==> src/rtl/gen_sequencer_if.sv <==
// gen_sequencer_if: seed load, board memory, row decoder and display signals of the Life sequencer
interface gen_sequencer_if;
    logic       load_valid;
    logic [7:0] load_row;
    logic       load_ready;
    logic       load_req;
    logic       run;
    logic       step;
    logic [2:0] mem_addr;
    logic       mem_we;
    logic [7:0] mem_wdata;
    logic [7:0] mem_rdata;
    logic [7:0] dec_in;
    logic [7:0] dec_a;
    logic [7:0] dec_b;
    logic [7:0] dec_out;
    logic [7:0] disp_row;
    logic [2:0] disp_addr;
    logic       disp_valid;
    logic       busy;
    logic       gen_done;
    logic [15:0] gen_count;

    modport master (
        output load_valid, load_row, load_req, run, step, mem_rdata, dec_out,
        input  load_ready, mem_addr, mem_we, mem_wdata, dec_in, dec_a, dec_b,
        input  disp_row, disp_addr, disp_valid, busy, gen_done, gen_count
    );

    modport slave (
        input  load_valid, load_row, load_req, run, step, mem_rdata, dec_out,
        output load_ready, mem_addr, mem_we, mem_wdata, dec_in, dec_a, dec_b,
        output disp_row, disp_addr, disp_valid, busy, gen_done, gen_count
    );
endinterface

==> src/rtl/gen_sequencer.sv <==
// gen_sequencer: Life board sequencer -- seed load, display scan, shadow fetch and in-place row update
module gen_sequencer #(
    parameter int FRAMES_PER_GEN = 64
) (
    input  logic           clk,
    input  logic           reset,
    gen_sequencer_if.slave bus
);
    typedef enum logic [1:0] {LOAD, DISPLAY, FETCH, UPDATE} state_t;
    localparam logic [7:0] FC_LAST = 8'(FRAMES_PER_GEN - 1);

    state_t      r_state, w_state_nx;
    logic [2:0]  r_rc, w_rc_nx;
    logic [7:0]  r_fc, w_fc_nx;
    logic        r_ftail, w_ftail_nx;
    logic        r_step_pend, w_enter_fetch;
    logic [15:0] r_gen_count;
    logic        r_gen_done, r_disp_valid;
    logic [2:0]  r_disp_addr;
    logic [7:0]  r_shadow [8];
    logic        w_last_update;

    assign w_last_update  = r_state == UPDATE && r_rc == 3'd7;
    assign bus.load_ready = r_state == LOAD;
    assign bus.busy       = r_state == FETCH || r_state == UPDATE;
    assign bus.gen_done   = r_gen_done;
    assign bus.gen_count  = r_gen_count;
    assign bus.disp_valid = r_disp_valid;
    assign bus.disp_addr  = r_disp_addr;
    assign bus.disp_row   = bus.mem_rdata;

    // next state, row/frame counters and per-state memory and decoder drive
    always_comb begin
        w_state_nx    = r_state;
        w_rc_nx       = r_rc;
        w_fc_nx       = r_fc;
        w_ftail_nx    = 1'b0;
        w_enter_fetch = 1'b0;
        bus.mem_addr  = r_rc;
        bus.mem_we    = 1'b0;
        bus.mem_wdata = 8'h00;
        bus.dec_in    = 8'h00;
        bus.dec_a     = 8'h00;
        bus.dec_b     = 8'h00;
        case (r_state)
            LOAD: begin
                bus.mem_we    = bus.load_valid;
                bus.mem_wdata = bus.load_row;
                if (bus.load_valid) begin
                    w_rc_nx = r_rc + 3'd1;
                    if (r_rc == 3'd7) w_state_nx = DISPLAY;
                end
            end
            DISPLAY: begin
                w_rc_nx = r_rc + 3'd1;
                if (r_rc == 3'd7) begin
                    if (bus.load_req) w_state_nx = LOAD;
                    else if (r_fc == FC_LAST && (bus.run || r_step_pend)) begin
                        w_state_nx    = FETCH;
                        w_fc_nx       = 8'd0;
                        w_enter_fetch = 1'b1;
                    end else w_fc_nx = (r_fc == FC_LAST) ? 8'd0 : r_fc + 8'd1;
                end
            end
            FETCH: begin
                // the ninth cycle only captures the row-7 read data
                w_rc_nx    = r_ftail ? 3'd0 : r_rc + 3'd1;
                w_ftail_nx = !r_ftail && r_rc == 3'd7;
                if (r_ftail) w_state_nx = UPDATE;
            end
            UPDATE: begin
                bus.dec_in    = r_shadow[r_rc];
                bus.dec_a     = r_shadow[r_rc - 3'd1];
                bus.dec_b     = r_shadow[r_rc + 3'd1];
                bus.mem_we    = 1'b1;
                bus.mem_wdata = bus.dec_out;
                w_rc_nx       = r_rc + 3'd1;
                if (r_rc == 3'd7) begin
                    w_state_nx = DISPLAY;
                    w_fc_nx    = 8'd0;
                end
            end
        endcase
    end

    // state register plus step latch, generation counter and display strobe
    always_ff @(posedge clk) begin
        if (reset) begin
            r_state      <= LOAD;
            r_rc         <= 3'd0;
            r_fc         <= 8'd0;
            r_ftail      <= 1'b0;
            r_step_pend  <= 1'b0;
            r_gen_count  <= 16'd0;
            r_gen_done   <= 1'b0;
            r_disp_valid <= 1'b0;
            r_disp_addr  <= 3'd0;
        end else begin
            r_state      <= w_state_nx;
            r_rc         <= w_rc_nx;
            r_fc         <= w_fc_nx;
            r_ftail      <= w_ftail_nx;
            r_step_pend  <= (r_step_pend | bus.step) & ~w_enter_fetch;
            r_gen_done   <= w_last_update;
            r_gen_count  <= w_last_update ? r_gen_count + 16'd1 : r_gen_count;
            r_disp_valid <= r_state == DISPLAY;
            r_disp_addr  <= r_rc;
        end
    end

    // shadow copy of the board, filled one cycle behind each FETCH address
    always_ff @(posedge clk) begin
        if (reset) begin
            for (int i = 0; i < 8; i++) r_shadow[i] <= 8'h00;
        end else if (r_state == FETCH && (r_ftail || r_rc != 3'd0)) begin
            r_shadow[r_rc - 3'd1] <= bus.mem_rdata;
        end
    end
endmodule

==> src/flat_wrapper.sv <==
// flat-port wrapper written by rule: the top's interface ports become plain ports
module gen_sequencer_flat 
#(
    parameter int FRAMES_PER_GEN = 64
)
  (clk, reset, bus_load_valid, bus_load_row, bus_load_req, bus_run, bus_step, bus_mem_rdata, bus_dec_out, bus_load_ready, bus_mem_addr, bus_mem_we, bus_mem_wdata, bus_dec_in, bus_dec_a, bus_dec_b, bus_disp_row, bus_disp_addr, bus_disp_valid, bus_busy, bus_gen_done, bus_gen_count);
  gen_sequencer_if bus_i ();
  input  logic clk;
  input  logic reset;
  input wire logic [$bits(bus_i.load_valid)-1:0] bus_load_valid;
  input wire logic [$bits(bus_i.load_row)-1:0] bus_load_row;
  input wire logic [$bits(bus_i.load_req)-1:0] bus_load_req;
  input wire logic [$bits(bus_i.run)-1:0] bus_run;
  input wire logic [$bits(bus_i.step)-1:0] bus_step;
  input wire logic [$bits(bus_i.mem_rdata)-1:0] bus_mem_rdata;
  input wire logic [$bits(bus_i.dec_out)-1:0] bus_dec_out;
  output wire logic [$bits(bus_i.load_ready)-1:0] bus_load_ready;
  output wire logic [$bits(bus_i.mem_addr)-1:0] bus_mem_addr;
  output wire logic [$bits(bus_i.mem_we)-1:0] bus_mem_we;
  output wire logic [$bits(bus_i.mem_wdata)-1:0] bus_mem_wdata;
  output wire logic [$bits(bus_i.dec_in)-1:0] bus_dec_in;
  output wire logic [$bits(bus_i.dec_a)-1:0] bus_dec_a;
  output wire logic [$bits(bus_i.dec_b)-1:0] bus_dec_b;
  output wire logic [$bits(bus_i.disp_row)-1:0] bus_disp_row;
  output wire logic [$bits(bus_i.disp_addr)-1:0] bus_disp_addr;
  output wire logic [$bits(bus_i.disp_valid)-1:0] bus_disp_valid;
  output wire logic [$bits(bus_i.busy)-1:0] bus_busy;
  output wire logic [$bits(bus_i.gen_done)-1:0] bus_gen_done;
  output wire logic [$bits(bus_i.gen_count)-1:0] bus_gen_count;
  assign bus_i.load_valid = bus_load_valid;
  assign bus_i.load_row = bus_load_row;
  assign bus_i.load_req = bus_load_req;
  assign bus_i.run = bus_run;
  assign bus_i.step = bus_step;
  assign bus_i.mem_rdata = bus_mem_rdata;
  assign bus_i.dec_out = bus_dec_out;
  assign bus_load_ready = bus_i.load_ready;
  assign bus_mem_addr = bus_i.mem_addr;
  assign bus_mem_we = bus_i.mem_we;
  assign bus_mem_wdata = bus_i.mem_wdata;
  assign bus_dec_in = bus_i.dec_in;
  assign bus_dec_a = bus_i.dec_a;
  assign bus_dec_b = bus_i.dec_b;
  assign bus_disp_row = bus_i.disp_row;
  assign bus_disp_addr = bus_i.disp_addr;
  assign bus_disp_valid = bus_i.disp_valid;
  assign bus_busy = bus_i.busy;
  assign bus_gen_done = bus_i.gen_done;
  assign bus_gen_count = bus_i.gen_count;
  gen_sequencer #(.FRAMES_PER_GEN(FRAMES_PER_GEN)) u_core (.clk(clk), .reset(reset), .bus(bus_i));
endmodule
==> config.mk <==
export PLATFORM = sky130hd
export DESIGN_NAME = gen_sequencer_flat
export DESIGN_NICKNAME = d
export VERILOG_FILES = /design/src/rtl/gen_sequencer_if.sv /design/src/rtl/gen_sequencer.sv /design/src/flat_wrapper.sv
export SDC_FILE = /design/constraint.sdc
export NUM_CORES = 1
export LEC_CHECK = 0
export CORE_UTILIZATION = 41
export DETAILED_ROUTE_END_ITERATION = 7
export PLACE_DENSITY_LB_ADDON = 0.1
export SLEW_MARGIN = 20
export SYNTH_ARGS = -nofsm -noshare
export SYNTH_HDL_FRONTEND = slang
export SYNTH_SLANG_ARGS = --single-unit
==> constraint.sdc <==
create_clock -name clk -period 4.8 [get_ports clk]
set_input_delay 0.96 -clock clk [delete_from_list [all_inputs] [get_ports clk]]
set_output_delay 0.96 -clock clk [all_outputs]
set_load 0.02 [all_outputs]
==> results of run 1 <==
## metrics by stage
step	setup WS, ns	utilization [%]	area (sq um)	std cells
4_1_cts	0.9132	52.59	7019	760
2_1_floorplan	1.450	-	5637	495
5_1_grt	0.7579	52.59	7019	760
6_report	0.9311	52.59	7019	760
3_5_place_dp	1.296	50.45	6734	744
3_3_place_gp	1.341	50.45	6734	744
## cell usage after synthesis (all sizes together), types with 2 or more instances
library cell | number | area (sq um)
o22ai | 16 | 100.1
nor2b | 21 | 131.4
o21ai | 9 | 48.80
edfxtp | 64 | 1922
nand4 | 5 | 37.53
nand2 | 14 | 52.55
ha | 11 | 137.6
and2 | 64 | 400.4
xnor2 | 8 | 70.07
dfxtp | 39 | 780.8
a22oi | 10 | 75.07
nor2 | 42 | 157.7
nand3 | 8 | 40.04
xor2 | 8 | 70.07
or4 | 2 | 18.77
or2 | 9 | 56.30
nor4 | 3 | 18.77
o211ai | 2 | 15.01
mux2i | 41 | 410.4
nand2b | 4 | 25.02
and3 | 2 | 12.51
nor3 | 5 | 25.02
a21oi | 14 | 70.07
or3 | 5 | 31.28
clkbuf | 17 | 65.06
buf | 17 | 102.6
mux4 | 24 | 540.5
o21a | 8 | 60.06
and4 | 3 | 26.28
inv | 8 | 30.03
## sequential cells by signal, indices dropped and copies added (netlist names), named ones only
name                   count
u_core.bus.disp_addr       3
u_core.bus.disp_valid      1
u_core.bus.gen_count      16
u_core.bus.gen_done        1
u_core.bus.mem_addr        3
u_core.r_fc                8
u_core.r_ftail             1
u_core.r_shadow           64
u_core.r_state             2
u_core.r_step_pend         1
## power breakdown
| part | total (W) | switching [W] | internal, W |
|---|---|---|---|
| clock | 0.000718 | 0.000325 | 0.000393 |
| combinational | 0.000230 | 0.000122 | 0.000108 |
| sequential | 0.000977 | 0.0000176 | 0.000959 |
| total | 0.00192 | 0.000465 | 0.00146 |
## critical path: cells and delay by family, from the launching register on
| family | cells | cell delay (ns) |
|---|---|---|
| buf+inv | 2 | 0.72 |
| fa+ha+maj | 1 | 0.59 |
| compound gates | 2 | 0.45 |
| flops | 1 | 0.40 |
| simple gates | 1 | 0.39 |
## worst min path at each step
stage / cells past startpoint / slack [ns] / to
2_1_floorplan: 2 / 0.45 / u_core.r_fc[1]$_SDFFE_PP0P_
3_3_place_gp: 2 / 0.47 / u_core.r_fc[7]$_SDFFE_PP0P_
3_5_place_dp: 2 / 0.48 / u_core.r_fc[1]$_SDFFE_PP0P_
4_1_cts: 2 / 0.49 / u_core.r_fc[1]$_SDFFE_PP0P_
5_1_grt: 2 / 0.51 / u_core.r_step_pend$_SDFF_PP0_
6_report: 2 / 0.49 / u_core.r_fc[1]$_SDFFE_PP0P_
## logic make-up (layout without fill, tap and decap cells)
group	count (synthesis)	in the layout
AO/OA/AOI/OAI	65	65
XOR/XNOR	16	16
adder cells (fa/ha/maj)	11	11
buffers and inverters	42	131
flip-flops	103	103
multiplexers	66	66
AND/OR/NAND/NOR	192	192
## final cells by class
class	count	share of cell area, %
multi-input combinational	350	38.98
inverter	8	0.4278
clock buffer	12	3.815
timing repair buffer	107	14.87
clock inverter	4	0.2496
tap	176	3.137
sequential	103	38.52
## routing by layer
metal	vias to the layer above	share of wire, %	wire [um]	global-route usage [%]
met5	-	0	0	0
met4	0	2.4	357	7.911
met3	30	5.7	851	3.927
met2	162	47	6984	35.03
met1	2048	45	6679	29.62
li1	1968	-	-	-
==> metrics.md, run 1 <==
| Metric | Value |
|---|---|
| Worst Tran Pin Value | `0.9181 ns` |
| Setup TNS | `0 ns` |
| Worst Hold Slack | `0.4943 ns` |
| Max Slew Vio Count | `0` |
| # diodes | `0` |
| Mapped cell area | `5637 sq um` |
| Core ar. | `13350 sq um` |
| Vias | `4208` |
| Vertical die dimension | `119.3 um` |
| Post-synthesis compound-gate area fraction | `7.458%` |
| CTS root buf | `clkbuf_16` |
| R2r worst-path depth | `5` |
| Hold Crit Start | `u_core.r_fc[1]$_SDFFE_PP0P_` |
| FF/Latch Area | `2704 sq um` |
| Clk Latency, worst-skew pair | `0.35 ns` |
| First-pass GRT wire length | `23290 um` |
| Ys Warns | `0` |
| DRT antenna net count | `0` |
| Pwr Density | `274.1 nW/um^2` |
| Clk buf depth | `2` |
| Congestion Overflow GR | `0` |
| IO Port Bufs | `96` |
| DIE WIDTH | `119.3 um` |
| Most common cell after layout, fill and taps aside | `clkdlybuf4s50_1` |
| Post-CTS setup buffers | `0` |
| R2r endpoint | `u_core.r_shadow[3][4]$_SDFFCE_PN0P_` |
| Total power | `0.001924 W` |
| FF-to-FF setup slack | `1.85 ns` |
| Max Freq | `258.5 MHz` |
| Ys async rst share | `0%` |
| Crit. End Element | `output port` |
| Post-Syn Instances | `495` |
| Worst reg2reg startpoint | `u_core.bus.mem_addr[1]$_SDFFE_PP0N_` |
| Unrepaired setup endpoints after global routing | `no` |
| Post-CTS sizing | `0` |
| Post-synthesis sequential area ratio | `47.95%` |
| Worst Setup SP | `u_core.bus.mem_addr[1]$_SDFFE_PP0N_` |
| Area taken by multi-input logic gates | `2736 sq um` |
| Top-level port count | `97` |
| Core Rows | `42` |
| Critical path destination | `bus_dec_a[1]` |
| Synthesized area per cell | `11.39 sq um` |
| Via-to-Cell Ratio | `5.537` |
| Dpl hpwl | `10280 um` |
| Critical Path RT | `3.84 ns` |
| Die area | `14220 sq um` |
| Detailed Route WL | `14870 um` |
| CTS tree | `done` |
| Xor/xnor cell area share of the yosys netlist | `2.486%` |
| Final #Nets | `620` |
| Max FO, Critical Path | `13` |
| Mux contribution to synthesized area | `17.07%` |
| Minimum clock period | `3.869 ns` |
| Worst path arrival time | `2.91 ns` |
| Final cycle utilization of the critical path | `80.60%` |
| Main synth FF type | `edfxtp_1` |
| Number of enable flip-flop cells after synthesis | `64` |
| Peak VDD IR | `0.0001276 V` |
| Synth unique cells | `48` |
| Hold crit path type | `flip-flop to flip-flop` |
| Initial Util | `42.23%` |
| Most frequent cells in the layout | `clkdlybuf4s50_1 (96), and2_1 (64), edfxtp_1 (64), nor2_1 (42), mux2i_1 (41)` |
| Fillers | `1214` |
| Final Hold Vio Count | `0` |
| Post-Syn Nets | `536` |
| Crit start category | `flip-flop` |
| #FFs+latches synth | `103` |
| Placer Congestion | `0.7859` |
| Largest net degree at the start of global routing | `42` |
| P&R area growth vs syn | `24.53%` |
| Number of detailed-route iterations in the first pass | `6` |
| Share of post-route cells with drive strength above 1 | `10.96%` |
| CTS H-Tree Depth | `3` |
| Max_cap viols | `0` |
| CTS Hold Bufs | `0` |
| Simple-gate share of the synthesized area | `19.09%` |
| Clock Pin Slew Worst Setup and Hold Paths | `0.07 ns` |
| Slowest CP cell | `clkdlybuf4s50_1` |
| Critical Path Max Stage Delay | `0.62 ns` |
| Type of the worst setup path | `flip-flop to output port` |
| CTS sink cnt | `103` |
| Vias in the first global route | `4201` |
| Skew final | `0.006143 ns` |
| Post-synthesis adder-cell area fraction | `2.442%` |
| Main combinational cell family by area after synthesis | `simple AND/OR/NAND/NOR gates` |
| Outcome | `complete, no violations` |
| Number of CTS-inserted buffers | `9` |
| Rel. slew slack | `38.79%` |
| DRC | `0` |
| Routed WL per cell | `19.57 um` |
| Initial antenna violation count | `0` |
| Drt first-iter violations | `226` |
| Leak Pwr | `2.449 nW` |
| Worst-path cell chain | `inv_1 -> ha_1 -> nand2_1 -> o22ai_1 -> o21a_1 -> clkdlybuf4s50_1` |
| All-Layer GR Usage | `21.90%` |
| Final setup vio count | `0` |
No activity file was read; power rests on OpenSTA's default activity.
==> run 2: changes to the inputs <==
==> constraint.sdc (replaced) <==
create_clock -name clk -period 3.9 [get_ports clk]
set_input_delay 0.78 -clock clk [delete_from_list [all_inputs] [get_ports clk]]
set_output_delay 0.78 -clock clk [all_outputs]
set_load 0.02 [all_outputs]
==> run 2 against run 1 <==
Compared with the run above: first-iteration DRC count is 30% higher; clock-buffer cell count is 1 lower; non-clock buffer count up 6; critical path depth fell by 1; via count down 2.2%; combinational power rose by 26%; critical endpoint is now bus_dec_b[6].
==> metrics.md, run 2 (same netlist as run 1, synthesis figures left out) <==
| Metric | Value |
|---|---|
| Max Slew Vio Count | `0 (unchanged)` |
| Final #Nets | `626 (+0.97%)` |
| CTS H-Tree Depth | `3 (unchanged)` |
| Number of CTS-inserted buffers | `9 (unchanged)` |
| Peak VDD IR | `0.0002581 V (+100%)` |
| Post-CTS sizing | `0 (unchanged)` |
| WHS Path Cells | `2 (unchanged)` |
| Outcome | `complete, no violations` |
| DIE WIDTH | `119.3 um (unchanged)` |
| Hold crit path type | `flip-flop to flip-flop` |
| Hold Crit Start | `u_core.bus.gen_count[15]$_SDFFE_PP0P_` |
| Biggest register | `u_core.r_shadow` |
| Rel. slew slack | `58.03% (+19 points)` |
| Clk buf depth | `2 (unchanged)` |
| Vias in the first global route | `4136 (-1.5%)` |
| Number of detailed-route iterations in the first pass | `4 (-2)` |
| Share of post-route cells with drive strength above 1 | `12.20% (+1.2 points)` |
| Leak Pwr | `2.470 nW (+0.85%)` |
| Pwr Density | `331.8 nW/um^2 (+21%)` |
| DRC | `0 (unchanged)` |
| Max FFs per register | `64 (unchanged)` |
| Crit. End Element | `output port` |
| Critical Path RT | `3.12 ns (-0.72 ns)` |
| Routed WL per cell | `19.24 um (-1.7%)` |
| Vias | `4116 (-2.2%)` |
| Top-level port count | `97 (unchanged)` |
| Worst reg2reg startpoint | `u_core.bus.mem_addr[0]$_SDFFE_PP0N_` |
| Post-Place Setup Slack | `0.7219 ns (-0.5738 ns)` |
| CTS root buf | `clkbuf_16` |
| Vertical die dimension | `119.3 um (unchanged)` |
| Clock Pin Slew Worst Setup and Hold Paths | `0.07 ns (about the same)` |
| CTS sink cnt | `103 (unchanged)` |
| Type of the worst setup path | `flip-flop to output port` |
| Unrepaired setup endpoints after global routing | `no` |
| Congestion Overflow GR | `0 (unchanged)` |
| Clk Latency, worst-skew pair | `0.36 ns (about the same)` |
| Max FO, Critical Path | `31 (+18)` |
| Drt first-iter violations | `294 (+30%)` |
| Final setup vio count | `0 (unchanged)` |
| Core ar. | `13350 sq um (unchanged)` |
| DRT antenna net count | `0 (unchanged)` |
| Setup ws final | `0.3152 ns (-0.6159 ns)` |
| R2r worst-path depth | `6 (+1)` |
| Most common cell after layout, fill and taps aside | `clkdlybuf4s50_1` |
| Most frequent cells in the layout | `clkdlybuf4s50_1 (96), and2_1 (64), edfxtp_1 (64), nor2_1 (42), mux2i_1 (41)` |
| Placer Congestion | `0.8590 (+9.3%)` |
| Final cycle utilization of the critical path | `91.92%` |
| Detailed Route WL | `14740 um (-0.89%)` |
| Worst path arrival time | `2.80 ns (-0.11 ns)` |
| R2r endpoint | `u_core.bus.gen_count[15]$_SDFFE_PP0P_` |
| Initial Util | `42.23% (unchanged)` |
| Worst Tran Pin Value | `0.6287 ns (-0.2894 ns)` |
| # diodes | `0 (unchanged)` |
| CTS tree | `done` |
| Met1 WL | `6721 um (+0.63%)` |
| IO Port Bufs | `96 (unchanged)` |
| Crit start category | `flip-flop` |
| Minimum clock period | `3.585 ns` |
| Routed wl met2 | `6880 um (-1.5%)` |
| CTS Hold Bufs | `0 (unchanged)` |
| Final Hold Vio Count | `0 (unchanged)` |
| Die area | `14220 sq um (unchanged)` |
| P&R area growth vs syn | `25.17%` |
| Setup TNS | `0 ns (unchanged)` |
| Skew final | `0.005459 ns (-0.0006836 ns)` |
| FF-to-FF setup slack | `1.44 ns (-0.41 ns)` |
| Max_cap viols | `0 (unchanged)` |
| Via-to-Cell Ratio | `5.373 (-3.0%)` |
| Initial antenna violation count | `0 (unchanged)` |
| Uppermost layer routed | `met4` |
| Hold worst-path end | `u_core.bus.gen_count[15]$_SDFFE_PP0P_` |
| First-pass GRT wire length | `23290 um (about the same)` |
| Core Rows | `42 (unchanged)` |
| Post-CTS setup buffers | `0 (unchanged)` |
| Largest net degree at the start of global routing | `42 (unchanged)` |
| Max Freq | `279.0 MHz` |
| Dpl hpwl | `10280 um (about the same)` |
| Met3 routed WL | `911 um (+7.1%)` |
| All-Layer GR Usage | `21.91% (about the same)` |
-- run 2: how the worst max path moves through the flow --
stage | startpoint | end | slack (ns)
global placement | u_core.bus.mem_addr[0]$_SDFFE_PP0N_ | bus_dec_b[6] | 0.78
finish | u_core.bus.mem_addr[0]$_SDFFE_PP0N_ | bus_dec_b[6] | 0.32
global route | u_core.bus.mem_addr[0]$_SDFFE_PP0N_ | bus_dec_b[6] | 0.19
detailed placement | u_core.bus.mem_addr[0]$_SDFFE_PP0N_ | bus_dec_b[6] | 0.72
CTS | u_core.bus.mem_addr[0]$_SDFFE_PP0N_ | bus_dec_b[6] | 0.31
floorplan | u_core.bus.mem_addr[0]$_SDFFE_PP0N_ | bus_dec_a[7] | 0.73
-- run 2: through the flow --
step	utilization, %	cells	hold WS (ns)	cell area (sq um)	total power [W]
3_5_place_dp	50.79	750	0.4825	6779	0.001511
3_3_place_gp	50.79	750	0.4655	6779	0.001509
6_report	52.86	766	0.4886	7056	0.002341
2_1_floorplan	-	495	0.4533	5637	0.001400
5_1_grt	52.86	766	0.5194	7056	0.002432
4_1_cts	52.86	766	0.4982	7056	0.002362
-- run 2: where the power goes --
part / leakage, nW / total [W] / switching, W / internal [W]
clock network: 0.132 / 0.000854 / 0.000404 / 0.000450
logic: 1.36 / 0.000289 / 0.000155 / 0.000135
registers: 0.976 / 0.00120 / 0.0000170 / 0.00118
-- run 2: final cells by class --
type	count	area [sq um]
multi-input cells	350	2736
clock buffers	11	242.7
inverters	8	30.03
well taps	176	220.2
repair buffers	113	1089
flip-flops and latches	103	2704
clock inverters	5	33.78
fillers	1206	6292
-- run 2: critical path, stage by stage, from the launching register on --
cell             delay (ns)
dfxtp_2                0.40
buf_4                  0.49
mux2i_1                0.23
mux4_2                 0.52
nor2b_1                0.17
clkdlybuf4s50_1        0.62
-- run 2: metal layers --
layer | vias to the layer above | GRT usage (%)
met4 | 0 | 4.905
met2 | 141 | 34.85
li1 | 1979 | -
met3 | 17 | 5.556
met1 | 1979 | 29.97
met5 | - | 0
==> run 3: changes to the inputs <==
--- a/config.mk
+++ b/config.mk
@@ -7,7 +7,8 @@
 export LEC_CHECK = 0
 export CORE_UTILIZATION = 41
 export DETAILED_ROUTE_END_ITERATION = 7
-export PLACE_DENSITY_LB_ADDON = 0.1
+export MAX_ROUTING_LAYER = met4
+export PLACE_DENSITY = 0.75
 export SLEW_MARGIN = 20
 export SYNTH_ARGS = -nofsm -noshare
 export SYNTH_HDL_FRONTEND = slang
==> run 3 against run 2 <==
Compared with the run above: clock skew grew 0.0027 ns; non-clock buffer count shrank 3; fmax shrank 3.4%; via count grew 3.1%; largest cell class unchanged; core utilization grew 0.51 points; highest routed layer unchanged; sequential power is essentially flat; cell count shrank 0.39%; routed wire length grew 0.91%; critical path depth is the same; sequential share of layout area shrank 0.36 points; largest power group unchanged.
==> metrics.md, run 3 (same netlist as run 1, synthesis figures left out) <==
| Metric | Value |
|---|---|
| Clock Pin Slew Worst Setup and Hold Paths | `0.06 ns (about the same)` |
| Max FO, Critical Path | `9 (-71%)` |
| Core ar. | `13350 sq um (unchanged)` |
| Final #Nets | `623 (-0.48%)` |
| WHS Path Cells | `2 (unchanged)` |
| Setup TNS | `0 ns (unchanged)` |
| Number of detailed-route iterations in the first pass | `5 (+1)` |
| Post-Route Utilization | `53.37% (+0.51 points)` |
| Share of post-route cells with drive strength above 1 | `11.75% (-0.45 points)` |
| CTS tree | `done` |
| Final Hold Vio Count | `0 (unchanged)` |
| Worst Tran Pin Value | `0.8985 ns (+0.2698 ns)` |
| Worst path arrival time | `2.93 ns (+0.13 ns)` |
| # diodes | `0 (unchanged)` |
| Critical Path Max Stage Delay | `0.64 ns (+0.02 ns)` |
| R2r worst-path depth | `6 (unchanged)` |
| DIE WIDTH | `119.3 um (unchanged)` |
| Placer Congestion | `0.9197 (+7.1%)` |
| DRT antenna net count | `0 (unchanged)` |
| CTS H-Tree Depth | `3 (unchanged)` |
| Pwr Density | `364.0 nW/um^2 (+9.7%)` |
| Sw Ratio | `22.52% (-2.1 points)` |
| Max_cap viols | `0 (unchanged)` |
| Initial Util | `42.23% (unchanged)` |
| Routed WL per cell | `19.49 um (+1.3%)` |
| IO Port Bufs | `96 (unchanged)` |
| Post-Place Setup Slack | `0.5479 ns (-0.1740 ns)` |
| Peak VDD IR | `0.0002128 V (-18%)` |
| Crit start category | `flip-flop` |
| Logic pwr share | `11.1% (-1.3 points)` |
| Sequential Power Share | `46.4% (-4.8 points)` |
| Max FFs per register | `64 (unchanged)` |
| Number of CTS-inserted buffers | `9 (unchanged)` |
| Max Freq | `269.5 MHz (-3.4%)` |
| Minimum clock period | `3.710 ns (+0.1255 ns)` |
| Largest net degree at the start of global routing | `42 (unchanged)` |
| Final cycle utilization of the critical path | `95.14% (+3.2 points)` |
| First-pass GRT wire length | `23380 um (+0.36%)` |
| Worst-path cell chain | `ha_1 -> ha_1 -> mux4_2 -> nor2b_1 -> clkdlybuf4s50_1` |
| CTS sink cnt | `103 (unchanged)` |
| Most frequent cells in the layout | `clkdlybuf4s50_1 (96), and2_1 (64), edfxtp_1 (64), nor2_1 (42), mux2i_1 (41)` |
| Vias in the first global route | `4345 (+5.1%)` |
| Core Rows | `42 (unchanged)` |
| Biggest register | `u_core.r_shadow` |
| Initial antenna violation count | `0 (unchanged)` |
| Post-CTS sizing | `0 (unchanged)` |
| Internal | `0.002009 W (+14%)` |
| Type of the worst setup path | `flip-flop to output port` |
| Unrepaired setup endpoints after global routing | `no` |
| P&R area growth vs syn | `26.37%` |
| Slowest CP cell | `ha_1` |
| Max Slew Vio Count | `0 (unchanged)` |
| Critical Path RT | `3.12 ns (about the same)` |
| Top-level port count | `97 (unchanged)` |
| Outcome | `complete, no violations` |
| CTS Hold Bufs | `0 (unchanged)` |
| Final setup vio count | `0 (unchanged)` |
| Setup ws final | `0.1896 ns (-0.1255 ns)` |
| Crit path top cell by count | `ha_1` |
| Most common cell after layout, fill and taps aside | `clkdlybuf4s50_1` |
| Clk Latency, worst-skew pair | `0.35 ns (about the same)` |
| Vertical die dimension | `119.3 um (unchanged)` |
| DRC | `0 (unchanged)` |
| Post-CTS setup buffers | `0 (unchanged)` |
| Die area | `14220 sq um (unchanged)` |
| Congestion Overflow GR | `0 (unchanged)` |
| Rel. slew slack | `40.02% (-18 points)` |
| Worst Hold Slack | `0.4935 ns (+0.004926 ns)` |
| CTS root buf | `clkbuf_16` |
| Non-Filler Instances | `763 (-0.39%)` |
| All-Layer GR Usage | `22.30% (+0.39 points)` |
| Via-to-Cell Ratio | `5.564 (+3.5%)` |
| Hold crit path type | `flip-flop to flip-flop` |
| Drt first-iter violations | `442 (+50%)` |
| Vias | `4245 (+3.1%)` |
| Placed cells | `747 (-0.40%)` |
| Leak Pwr | `2.501 nW (+1.2%)` |
| Skew final | `0.008150 ns (+0.002691 ns)` |
| Sw Pwr | `0.0005838 W (+1.3%)` |
| Clk buf depth | `2 (unchanged)` |
| Crit. End Element | `output port` |
| Detailed Route WL | `14870 um (+0.91%)` |
| Clock Power Share | `42.5% (+6.0 points)` |
| Dpl hpwl | `10450 um (+1.7%)` |
run 3: layout make-up:
type / count / area (sq um)
Inverter: 8 / 30.03
Clock buffer: 9 / 225.2
Sequential cell: 103 / 2704
Fill cell: 1148 / 6225
Tap cell: 176 / 220.2
Timing Repair Buffer: 110 / 1066
Multi-Input combinational cell: 350 / 2736
Clock inverter: 7 / 141.4
run 3: path summary, 6_finish.rpt:
path / startpoint / slack [ns] / endpoint
min reg2reg: u_core.bus.gen_count[15]$_SDFFE_PP0P_ / 0.49 / u_core.bus.gen_count[15]$_SDFFE_PP0P_
min: u_core.bus.gen_count[15]$_SDFFE_PP0P_ / 0.49 / u_core.bus.gen_count[15]$_SDFFE_PP0P_
max: u_core.bus.mem_addr[1]$_SDFFE_PP0N_ / 0.19 / bus_dec_b[7]
max reg2reg: u_core.bus.mem_addr[1]$_SDFFE_PP0N_ / 1.47 / u_core.bus.gen_count[13]$_SDFFE_PP0P_
run 3: through the flow:
stage	instance area [sq um]	power, W
3_3_place_gp	6756	0.001501
4_1_cts	7123	0.002604
5_1_grt	7123	0.002665
6_report	7123	0.002593
3_5_place_dp	6756	0.001511
2_1_floorplan	5637	0.001400
run 3: power by group through the flow:
stage	clock network, W	registers [W]	logic [W]
final	0.00110	0.00120	0.000289
after floorplan	0	0.00122	0.000183
after global routing	0.00115	0.00120	0.000307
after global placement	0	0.00122	0.000278
after detailed placement	0	0.00123	0.000285
after CTS	0.00112	0.00120	0.000287
run 3: worst max-delay path: cells and delay by family (launching register included):
| family | cells | cell delay, ns |
|---|---|---|
| adder cells (fa/ha/maj) | 2 | 0.83 |
| AND/OR/NAND/NOR | 1 | 0.19 |
| multiplexers | 1 | 0.59 |
| buffers and inverters | 1 | 0.63 |
| flip-flops | 1 | 0.34 |
run 3: per-layer routing:
metal / GRT usage [%] / share of wire, % / vias up
met5: - / 0 / -
met4: 7.278 / 1.4 / 0
met3: 4.598 / 6.5 / 21
met2: 36.19 / 49 / 178
met1: 27.82 / 43 / 2075
li1: - / - / 1971
==> RTL change (flow settings as in run 3) <==
The 4 states of `state_t` get a one-hot encoding in 4 bits.
--- a/src/rtl/gen_sequencer.sv
+++ b/src/rtl/gen_sequencer.sv
@@ -7,5 +7,5 @@
     gen_sequencer_if.slave bus
 );
-    typedef enum logic [1:0] {LOAD, DISPLAY, FETCH, UPDATE} state_t;
+    typedef enum logic [3:0] {LOAD = 4'b0001, DISPLAY = 4'b0010, FETCH = 4'b0100, UPDATE = 4'b1000} state_t;
     localparam logic [7:0] FC_LAST = 8'(FRAMES_PER_GEN - 1);
 
Behaviour: same outputs for any inputs over 10 cycles, from zero or initial values and one cycle with reset high; not proved beyond that.
==> RTL change against run 3 <==
Clock power shrank 25%; synthesized area is 2.1% higher; worst setup slack improved by 0.049 ns; cell area about the same; global-route usage shrank 0.11 points; sequential cell count rose by 2; wire length up 0.83%; total power fell by 7.5%; first-iteration DRC count increased by 14%.
==> RTL change: results (changes against run 3) <==
[detailed_routing]
post_drt_wl_per_cell_um = 19.5  ; -0.21%
vias_per_cell = 5.75  ; +3.3%
wl_met2_mm = 7.71  ; +5.9%

[timing]
fin_skew_ns = 0.00775  ; -0.000400 ns
worst_slew_pin_slew_ns = 0.864  ; -0.0345 ns

[final_layout]
sh_seq_area_pct = 38.5  ; +0.54 points
nFillCells = 1177  ; +2.5%
multi_input_gates = 360  ; +2.9%
final-clk-cell-share_pct = 3.70  ; -1.4 points
final_util_pct = 53.0  ; -0.38 points
final_layout_size_suffix_gt1_share_pct = 10.4  ; -1.3 points

[global_routing]
grt_pass1_vias = 4354  ; +0.21%
grt_util_met1_pct = 25.6  ; -2.2 points
grt_pass1_wl_mm = 23.3  ; -0.15%
grt_max_degree = 32  ; -24%
grtUsageMet2_pct = 38.1  ; +1.9 points

[logic_synthesis]
yosys-top-cells-count = 66 x and2_1, 64 x edfxtp_1, 45 x nor2_1
ys_seq_elements = 105  ; +1.9%
synth_area_leaders = edfxtp_1 33%, dfxtp_1 14%, mux4_2 9.4%, and2_1 7.2%, mux2i_1 7.1%

[setup_path]
cp_slowest_cell = clkdlybuf4s50_1
arrival_ns = 2.88  ; -0.05 ns
critPathTopFamily = buffers and inverters

[placement]
placed_cell_area_mm2 = 0.00686  ; +1.6%
place_ws_ns = 0.537  ; -0.0110 ns

[pwr]
comb_power_w = 0.000329  ; +14%

[floorplanning]
coreArea_mm2 = 0.0135  ; +0.79%

[status]
outcome = complete, no violations

-- RTL change: final timing paths --
check,startpoint,end,slack [ns]
setup reg to reg,u_core.bus.mem_addr[0],u_core.bus.gen_count[15],1.32
hold / removal,u_core.r_ftail,u_core.r_ftail,0.45
setup / recovery,u_core.bus.mem_addr[0],bus_dec_b[7],0.24
hold reg to reg,u_core.r_ftail,u_core.r_ftail,0.45
-- RTL change: logic make-up (layout without fill, tap and decap cells) --
family	Yosys count	in the layout	share of synthesized area (%)
fa+ha+maj	6	6	1.30
buf+inv	41	130	3.48
xor+xnor	16	16	2.44
mux	65	65	16.5
simple gates	190	190	18.7
compound gates	83	83	9.83
flops	105	105	47.7
-- RTL change: stage by stage --
stage	cells	hold slack, ns	power, W
floorplan	506	0.416	0.00147
global placement	755	0.435	0.00158
detailed placement	755	0.435	0.00159
CTS	771	0.444	0.00241
global route	771	0.462	0.00248
finish	771	0.446	0.00240
